[src/rtl/mult_stim_gen_if.sv]
// Operand stream between the stimulus source and the multiplier characterisation path.
// Carries the (A, B) pair, the exact product and the sample index on a valid/ready handshake.
interface mult_stim_gen_if #(
  parameter int IN_W = 8
);
  logic                out_valid;
  logic                out_ready;
  logic [IN_W-1:0]     A;
  logic [IN_W-1:0]     B;
  logic [2*IN_W-1:0]   exact;
  logic [31:0]         sample_idx;

  modport master (
    output out_valid, A, B, exact, sample_idx,
    input  out_ready
  );

  modport slave (
    input  out_valid, A, B, exact, sample_idx,
    output out_ready
  );
endinterface

[src/rtl/mult_stim_gen.sv]
// Operand source for approximate-multiplier characterisation: LFSR or exhaustive pairs plus exact product.
// Define STIM_CORNER_EN to prefix each random run with the four corner pairs (0,0),(max,max),(max,0),(0,max).
module mult_stim_gen #(
  parameter int          IN_W        = 8,
  parameter int unsigned NUM_SAMPLES = 1000000,
  parameter logic [31:0] LFSR_SEED   = 32'hACE1_0000 | 32'h0000_ACE1
) (
  input  logic            clk,
  input  logic            rst,
  input  logic            start,
  input  logic            mode,
  mult_stim_gen_if.master stream,
  output logic            busy,
  output logic            done
);

  localparam int          PW       = 2 * IN_W;
  localparam logic [31:0] SEED     = (LFSR_SEED == 32'd0) ? 32'd1 : LFSR_SEED;
  localparam logic [31:0] TAPS     = 32'h8020_0003;
  localparam logic [31:0] LAST_IDX = 32'(NUM_SAMPLES - 32'd1);
  localparam logic [31:0] IDX_MAX  = 32'hFFFF_FFFF;
  localparam logic [PW-1:0]   K_LAST  = {PW{1'b1}};
  localparam logic [PW-1:0]   K_ZERO  = {PW{1'b0}};
  localparam logic [PW-1:0]   K_ONE   = {{(PW-1){1'b0}}, 1'b1};
  localparam logic [IN_W-1:0] OP_MAX  = {IN_W{1'b1}};
  localparam logic [IN_W-1:0] OP_ZERO = {IN_W{1'b0}};

`ifdef STIM_CORNER_EN
  localparam bit CORNER_EN = 1'b1;
`else
  localparam bit CORNER_EN = 1'b0;
`endif

  typedef enum logic [1:0] {
    IDLE = 2'd0,
    RUN  = 2'd1,
    DONE = 2'd2
  } state_t;

  function automatic logic [31:0] lfsr_step(input logic [31:0] s);
    return s[0] ? ((s >> 1) ^ TAPS) : (s >> 1);
  endfunction

  function automatic logic is_corner(input logic m, input logic [31:0] idx);
    return CORNER_EN && !m && (idx < 32'd4);
  endfunction

  function automatic logic [PW-1:0] mul_full(input logic [IN_W-1:0] a, input logic [IN_W-1:0] b);
    return {{IN_W{1'b0}}, a} * {{IN_W{1'b0}}, b};
  endfunction

  state_t            state_r;
  logic              mode_r;
  logic [31:0]       lfsr_r;
  logic [PW-1:0]     k_r;
  logic [31:0]       idx_r;
  logic              valid_r;
  logic [IN_W-1:0]   a_r;
  logic [IN_W-1:0]   b_r;
  logic [PW-1:0]     exact_r;

  logic              accept_s;
  logic              last_s;
  logic [31:0]       lfsr_adv_s;
  logic              src_mode_s;
  logic [31:0]       src_idx_s;
  logic [PW-1:0]     src_k_s;
  logic [PW-1:0]     src_lfsr_s;
  logic [IN_W-1:0]   nxt_a_s;
  logic [IN_W-1:0]   nxt_b_s;
  logic [PW-1:0]     nxt_exact_s;

  assign stream.out_valid  = valid_r;
  assign stream.A          = a_r;
  assign stream.B          = b_r;
  assign stream.exact      = exact_r;
  assign stream.sample_idx = idx_r;

  // Next-sample selection: sample 0 on start, otherwise the successor of the sample being accepted.
  always_comb begin
    accept_s    = (state_r == RUN) && valid_r && stream.out_ready;
    last_s      = mode_r ? (k_r == K_LAST) : (idx_r == LAST_IDX);
    lfsr_adv_s  = (mode_r || is_corner(mode_r, idx_r)) ? lfsr_r : lfsr_step(lfsr_r);
    src_mode_s  = mode;
    src_idx_s   = 32'd0;
    src_k_s     = K_ZERO;
    src_lfsr_s  = lfsr_r[PW-1:0];
    nxt_a_s     = OP_ZERO;
    nxt_b_s     = OP_ZERO;
    if (state_r == RUN) begin
      src_mode_s = mode_r;
      src_idx_s  = (idx_r == IDX_MAX) ? idx_r : (idx_r + 32'd1);
      src_k_s    = k_r + K_ONE;
      src_lfsr_s = lfsr_adv_s[PW-1:0];
    end else begin
      src_mode_s = mode;
    end
    if (src_mode_s) begin
      nxt_a_s = src_k_s[PW-1:IN_W];
      nxt_b_s = src_k_s[IN_W-1:0];
    end else if (is_corner(src_mode_s, src_idx_s)) begin
      case (src_idx_s[1:0])
        2'd0:    begin nxt_a_s = OP_ZERO; nxt_b_s = OP_ZERO; end
        2'd1:    begin nxt_a_s = OP_MAX;  nxt_b_s = OP_MAX;  end
        2'd2:    begin nxt_a_s = OP_MAX;  nxt_b_s = OP_ZERO; end
        2'd3:    begin nxt_a_s = OP_ZERO; nxt_b_s = OP_MAX;  end
        default: begin nxt_a_s = OP_ZERO; nxt_b_s = OP_ZERO; end
      endcase
    end else begin
      nxt_a_s = src_lfsr_s[IN_W-1:0];
      nxt_b_s = src_lfsr_s[PW-1:IN_W];
    end
    nxt_exact_s = mul_full(nxt_a_s, nxt_b_s);
  end

  // Run control, sample registers and status flags.
  always_ff @(posedge clk or posedge rst) begin
    if (rst) begin
      state_r <= IDLE;
      mode_r  <= 1'b0;
      lfsr_r  <= SEED;
      k_r     <= K_ZERO;
      idx_r   <= 32'd0;
      valid_r <= 1'b0;
      a_r     <= OP_ZERO;
      b_r     <= OP_ZERO;
      exact_r <= K_ZERO;
      busy    <= 1'b0;
      done    <= 1'b0;
    end else begin
      case (state_r)
        IDLE, DONE: begin
          if (start) begin
            state_r <= RUN;
            mode_r  <= mode;
            k_r     <= src_k_s;
            idx_r   <= src_idx_s;
            a_r     <= nxt_a_s;
            b_r     <= nxt_b_s;
            exact_r <= nxt_exact_s;
            valid_r <= 1'b1;
            busy    <= 1'b1;
            done    <= 1'b0;
          end
        end
        RUN: begin
          if (accept_s) begin
            lfsr_r <= lfsr_adv_s;
            if (last_s) begin
              // Outputs keep the last sample; only the handshake and status change.
              state_r <= DONE;
              valid_r <= 1'b0;
              busy    <= 1'b0;
              done    <= 1'b1;
            end else begin
              k_r     <= src_k_s;
              idx_r   <= src_idx_s;
              a_r     <= nxt_a_s;
              b_r     <= nxt_b_s;
              exact_r <= nxt_exact_s;
            end
          end
        end
        default: begin
          state_r <= IDLE;
          valid_r <= 1'b0;
          busy    <= 1'b0;
          done    <= 1'b0;
        end
      endcase
    end
  end

endmodule

[src/flat_wrapper.sv]
// flat-port wrapper written by rule: the top's interface ports become plain ports
module mult_stim_gen_flat 
#(
  parameter int          IN_W        = 8,
  parameter int unsigned NUM_SAMPLES = 1000000,
  parameter logic [31:0] LFSR_SEED   = 32'hACE1_0000 | 32'h0000_ACE1
)
  (clk, rst, start, mode, busy, done, stream_out_valid, stream_A, stream_B, stream_exact, stream_sample_idx, stream_out_ready);
  mult_stim_gen_if #(.IN_W(IN_W)) stream_i ();
  input  logic clk;
  input  logic rst;
  input  logic start;
  input  logic mode;
  output logic busy;
  output logic done;
  output wire logic [$bits(stream_i.out_valid)-1:0] stream_out_valid;
  output wire logic [$bits(stream_i.A)-1:0] stream_A;
  output wire logic [$bits(stream_i.B)-1:0] stream_B;
  output wire logic [$bits(stream_i.exact)-1:0] stream_exact;
  output wire logic [$bits(stream_i.sample_idx)-1:0] stream_sample_idx;
  input wire logic [$bits(stream_i.out_ready)-1:0] stream_out_ready;
  assign stream_out_valid = stream_i.out_valid;
  assign stream_A = stream_i.A;
  assign stream_B = stream_i.B;
  assign stream_exact = stream_i.exact;
  assign stream_sample_idx = stream_i.sample_idx;
  assign stream_i.out_ready = stream_out_ready;
  mult_stim_gen #(.IN_W(IN_W), .NUM_SAMPLES(NUM_SAMPLES), .LFSR_SEED(LFSR_SEED)) u_core (.clk(clk), .rst(rst), .start(start), .mode(mode), .stream(stream_i), .busy(busy), .done(done));
endmodule
[config.mk]
export PLATFORM = sky130hd
export DESIGN_NAME = mult_stim_gen_flat
export DESIGN_NICKNAME = d
export VERILOG_FILES = /design/src/rtl/mult_stim_gen_if.sv /design/src/rtl/mult_stim_gen.sv /design/src/flat_wrapper.sv
export SDC_FILE = /design/constraint.sdc
export NUM_CORES = 1
export LEC_CHECK = 0
export ABC_AREA = 1
export CAP_MARGIN = 20
export CORE_ASPECT_RATIO = 0.7
export CORE_MARGIN = 8
export CORE_UTILIZATION = 45
export DETAILED_ROUTE_END_ITERATION = 6
export PLACE_DENSITY = 0.61
export SYNTH_ARGS = -nofsm -noshare
export SYNTH_HDL_FRONTEND = slang
export SYNTH_SLANG_ARGS = --single-unit
export TNS_END_PERCENT = 10
[constraint.sdc]
create_clock -name clk -period 5.2 [get_ports clk]
set_input_delay 0.52 -clock clk [delete_from_list [all_inputs] [get_ports clk]]
set_output_delay 0.52 -clock clk [all_outputs]
set_load 0.01 [all_outputs]
== Yosys cells after proc, flatten, opt, wreduce, memory -nomap -nowiden ==
Cells that the tools add are included.
Storage, ports and cells
  output and inout bits: 67
  word-level logic and storage cells: 77
  input port bits: 5
  flip-flop bits (word level): 117
Cells by class
  multipliers: 1
  reduce and logical (&&, ||, !) cells: 10
  bitwise logic cells: 2
  multiplexer cells: 42
  eq/ne operators: 9
  add/subtract/negate cells: 2
Operators with widths (number)
  $mux 32: 6
  $mux 16: 9
  $mux 8: 8
  $pmux 16 s2: 2
  $pmux 32 s2: 1
  $add 32x1->32 const B: 1
  $eq 32x20->1 const B: 1
  $eq 32x32->1 const B: 1
  $pmux 8 s2: 2
  $add 16x1->16 const B: 1
  $eq 16x16->1 const B: 1
  $mul 8x8->16: 1
  $mux 1: 8
  $mux 2: 3
  $reduce_and 3->1: 2
  $ne 2x1->1 const B: 2
  $ne 2x2->1 const B: 2
  $not 3->4: 1
  $pmux 1 s2: 2
  $pmux 2 s2: 1
  $reduce_and 2->1: 2
  $reduce_and 4->1: 1
  $eq 2x1->1 const B: 1
  $eq 2x2->1 const B: 1
  other kinds (5): 6

== Longest topological paths before layout ==
  depth after elaboration: 9
  depth in mapped cells: 30
  depth with buffers taken out: 29

== Least setup slack after synthesis ==
No wires, ideal clock.
  kind: register -> register
  start point: register, netlist name u_core.done
  end point: register u_core.exact_r[10] (netlist: u_core.stream.exact[10])
  library setup time: 66 ps
  buffers on the path: 1
  stages on the path, launching flop included: 28
  period minus slack after synthesis: 4769 ps
  required time: 5134 ps
  arrival time: 4703 ps
  setup slack: 431 ps
  cell sequence: dfrtp_1 inv_2 nand2_4 inv_2 nand2_2 clkbuf_1 o21ai_0 o21ai_0 nand2_1 inv_1 nor2_1 fa_1 inv_1 fa_1 inv_1 fa_1 inv_1 fa_1 inv_1 ha_1 nand2_1 nand2_1 nand2_1 nand2_1 a21oi_1 xnor2_1 nand3_1 nand2_1
RTL lines
  end signal: assignment: RTL line mult_stim_gen.sv:140  | exact_r <= nxt_exact_s;
  end signal: assignment: RTL line mult_stim_gen.sv:160  | exact_r <= nxt_exact_s;
  end: declaration: RTL line mult_stim_gen.sv:60  | logic [PW-1:0] exact_r;

== Worst setup path in the final report ==
  start point: register u_core.k_r[1]
  end point: register u_core.exact_r[7] (netlist: u_core.stream.exact[7])
On the way
  word-level cells in the longest chain between the ends: 7
  elaborated cells between the ends (all ways): 13
  those cells by class: add/sub (1); mul (1); eq/ne (2); mux (8); reduce/logical (1)
Ends and longest elaborated chain
  start: declaration: RTL line mult_stim_gen.sv:55  | logic [PW-1:0] k_r;
  start signal: assignment: RTL line mult_stim_gen.sv:136  | k_r <= src_k_s;
  start signal: assignment: RTL line mult_stim_gen.sv:156  | k_r <= src_k_s;
  $add 16x1->16: RTL line mult_stim_gen.sv:93  | src_k_s = k_r + K_ONE;
  $mux 16: RTL line mult_stim_gen.sv:90  | if (state_r == RUN) begin
  $mux 8: RTL line mult_stim_gen.sv:98  | if (src_mode_s) begin
  $mul 8x8->16: RTL line mult_stim_gen.sv:49  | return {{IN_W{1'b0}}, a} * {{IN_W{1'b0}}, b};
  $mux 16: RTL line mult_stim_gen.sv:149  | if (last_s) begin
  $mux 16: RTL line mult_stim_gen.sv:147  | if (accept_s) begin
  $pmux 16 s2: RTL line mult_stim_gen.sv:131  | case (state_r)
Several ways; a longest one is shown, not always the timed one. The select of a mux whose other input is x is not followed.
A chain may end at the register's enable or synchronous reset.

==> flow_summary.yaml <==
outcome:
  status: "completed"
yosys:
  ys.warnings.count: 0
  synth.area.top_cells: "dfrtp_1 28%, nand2_1 20%, fa_1 8.2%"
  syn_area_sq_mm: 0.00883
  synth_cell_types: 38
  synth_top_area_share_pct: 28.4
  synth_flop_cell: "dfrtp_1"
  syn_nets: 1373
  synth_edf_count: 0
  synthArstFlopShare_pct: 100
  netlist_instances: 1294
  avgSynthCellArea_sq_um: 6.82
  synth-seq-cells: 116
  ys_seq_area_share_pct: 33.1
  synth.largest_area_cell: "dfrtp_1"
layout:
  fill_cells: 1909
  multi_input_area_sq_mm: 0.00525
  drive_gt1_share_pct: 14.3
  layout.area.seq_sq_mm: 0.00293
  antenna_cells: 0
  final_cell_mix: "461 x nand2_1, 163 x nor2_1, 151 x inv_1, 113 x nand3_1, 98 x dfrtp_1"
  final_util_pct: 57.8
  fin_nets: 1512
  final_common_cell: "nand2_1"
  area_delta_synth_final_pct: 27.9
cts:
  cts_max_level: 4
  cts_root_buf: "clkbuf_16"
  cts_tree: "yes"
  hold_buffers: 0
  cts.sinks: 116
  cts_buffer_depth: 2
  cts_inserted_buffers: 17
  clk-insertion-delay-late_ns: 0.43
  path_clk_slew_ns: 0.06
floorplanning:
  fp.dieW_um: 183
  die_area_sq_mm: 0.0244
  fp.dieH_um: 133
  initial_utilization_pct: 45.2
  ios: 72
  row_count: 43
  core-area_sq_mm: 0.0195
route:
  first_pass_iters: 6
  drcViolationCount: 0
  ant_nets: 0
  route.detailed.vias_per_inst: 4.95
  drt-total-wl_mm: 26.5
  drt-initial-drc-count: 794
  wl_per_cell_um: 15.4
  route.vias.total: 8492
timing:
  fmax_mhz: 201
  final.setup.tns_ns: 0
  setup_viol: 0
  worst_pin_slew_ns: 0.872
  fin_crit_sh_pct: 95.9
  skew_ns: 0.0104
  final_hold_viol_count: 0
  final-max-slew-violation-count: 0
  min_period_ns: 4.99
  fin_hold_ws_ns: 0.402
  max_slew_margin_pct: 41.8
place:
  place_hpwl_mm: 19.6
  io_buffers: 71
  gp_congestion: 0.930
grt:
  grt_pass1_vias: 7803
  antenna_found_initial: 0
  grt-ovfl-total: 0
  grt_use_total_pct: 22.0
  grt_pass1_wl_mm: 42.5
  grt_max_degree: 77
power_and_ir_drop:
  p_leak_nw: 5.77
  power_density_mw_per_mm2: 505
  worst_ir_drop_vdd_mv: 0.232
  total_power_mw: 5.71
setup_path:
  startpoint_type: "flop"
  cp-end-kind: "flop"
  crit_type: "reg2reg"
  worstPathArrival_ns: 5.35
  worstPathRequired_ns: 5.56
  crit_fanout: 5
worst_hold_path:
  worstHoldPathType: "in2async"
job:
  max-cap-violations: 0
==> through the flow <==
step                      worst slack, ns  instance area (sq um)  instances
after floorplan                     0.431                   8830       1294
final                               0.215                  11300       1716
after CTS                          0.0147                  10900       1701
after detailed placement           -0.261                  10200       1669
after global routing              -0.0273                  11300       1716
after global placement             -0.219                  10200       1669
==> where the power goes <==
| group | switching (mW) | leakage [nW] | internal [mW] |
|---|---|---|---|
| Clock | 0.458 | 0.332 | 0.952 |
| Sequential | 0.187 | 1.50 | 1.18 |
| Combinational | 1.61 | 3.94 | 1.32 |
| Total | 2.25 | 5.77 | 3.46 |
==> metal layers <==
metal  global-route usage, %  part of all wire (%)  vias up
met4                    4.77                  0.82        0
met5                       0                     0        -
met1                    35.4                    53     3929
met2                    27.1                    36      277
li1                        -                     -     4268
met3                    6.94                   9.3       18
==> state kept, by name, indices dropped and copies added, names as in the netlist <==
name,flops
u_core.busy,1
u_core.stream.sample_idx,32
u_core.done,1
u_core.lfsr_r,32
u_core.k_r,16
u_core.stream.exact,16
u_core.mode_r,1
u_core.state_r,1
u_core.stream.A,8
u_core.stream.B,8
==> final timing paths <==
kind	startpoint	end	slack, ns	cells past startpoint
worst max-delay path	u_core.k_r[1]	u_core.stream.exact[7]	0.21	24
worst min-delay path	rst	u_core.done	0.40	2
worst max register to register	u_core.k_r[1]	u_core.stream.exact[7]	0.21	24
worst min register to register	u_core.stream.B[6]	u_core.stream.B[6]	0.47	2
max in group asynchronous	rst	u_core.lfsr_r[10]	3.96	3
min in group clk	u_core.stream.B[6]	u_core.stream.B[6]	0.47	2
==> worst max-delay path, cell delays in order, from the launching register on <==
cell     delay, ns
dfrtp_1       0.40
buf_4         0.14
nand2_1       0.08
nor2_4        0.18
nand2_4       0.10
o21ai_1       0.24
nand4_1       0.20
nand2_2       0.16
inv_4         0.06
buf_4         0.15
nor2_1        0.14
fa_1          0.44
ha_1          0.29
inv_1         0.05
fa_1          0.50
fa_1          0.55
inv_1         0.06
ha_4          0.28
nand2_1       0.07
nor2_1        0.13
nor2_2        0.07
buf_4         0.14
xnor2_1       0.25
nand3_1       0.12
nand2_1       0.11
==> area by class of cell <==
cell class / count / share of cell area [%]
flip-flops and latches: 116 / 25.9
clock inverters: 11 / 1.95
repair buffers: 159 / 12.5
well taps: 270 / 2.99
clock buffers: 21 / 4.26
multi-input cells: 965 / 46.5
inverters: 174 / 5.90
==> cells by family (layout without fill, tap and decap cells) <==
group | Yosys count | count (layout) | share of synthesized area [%]
and+or+nand+nor | 806 | 806 | 37.5
buffers and inverters | 213 | 365 | 9.71
AOI/OAI and AO/OA | 66 | 66 | 4.25
DFF | 116 | 116 | 33.1
xor gates and xnor gates | 19 | 19 | 1.89
adders and majority gates | 74 | 74 | 13.6
==> cells in the mapped netlist, types with 9 or more instances <==
master,instances
nor2_1,178
inv_2,13
nand2_1,470
buf_2,13
dfstp_2,16
fa_1,36
clkbuf_1,14
a21oi_1,9
nand3_1,114
dfrtp_1,100
ha_1,38
inv_1,159
xor2_1,12
o21ai_0,37
nand4_1,13
==> timing repair <==
| action | CTS | global route |
|---|---|---|
| endpoints found under the setup margin | 7 | 10 |
| resized for setup | 1 | 58 |
| buffers inserted | 0 | 14 |
| pin swaps | 0 | 17 |
(Power assumes the default switching activity.)
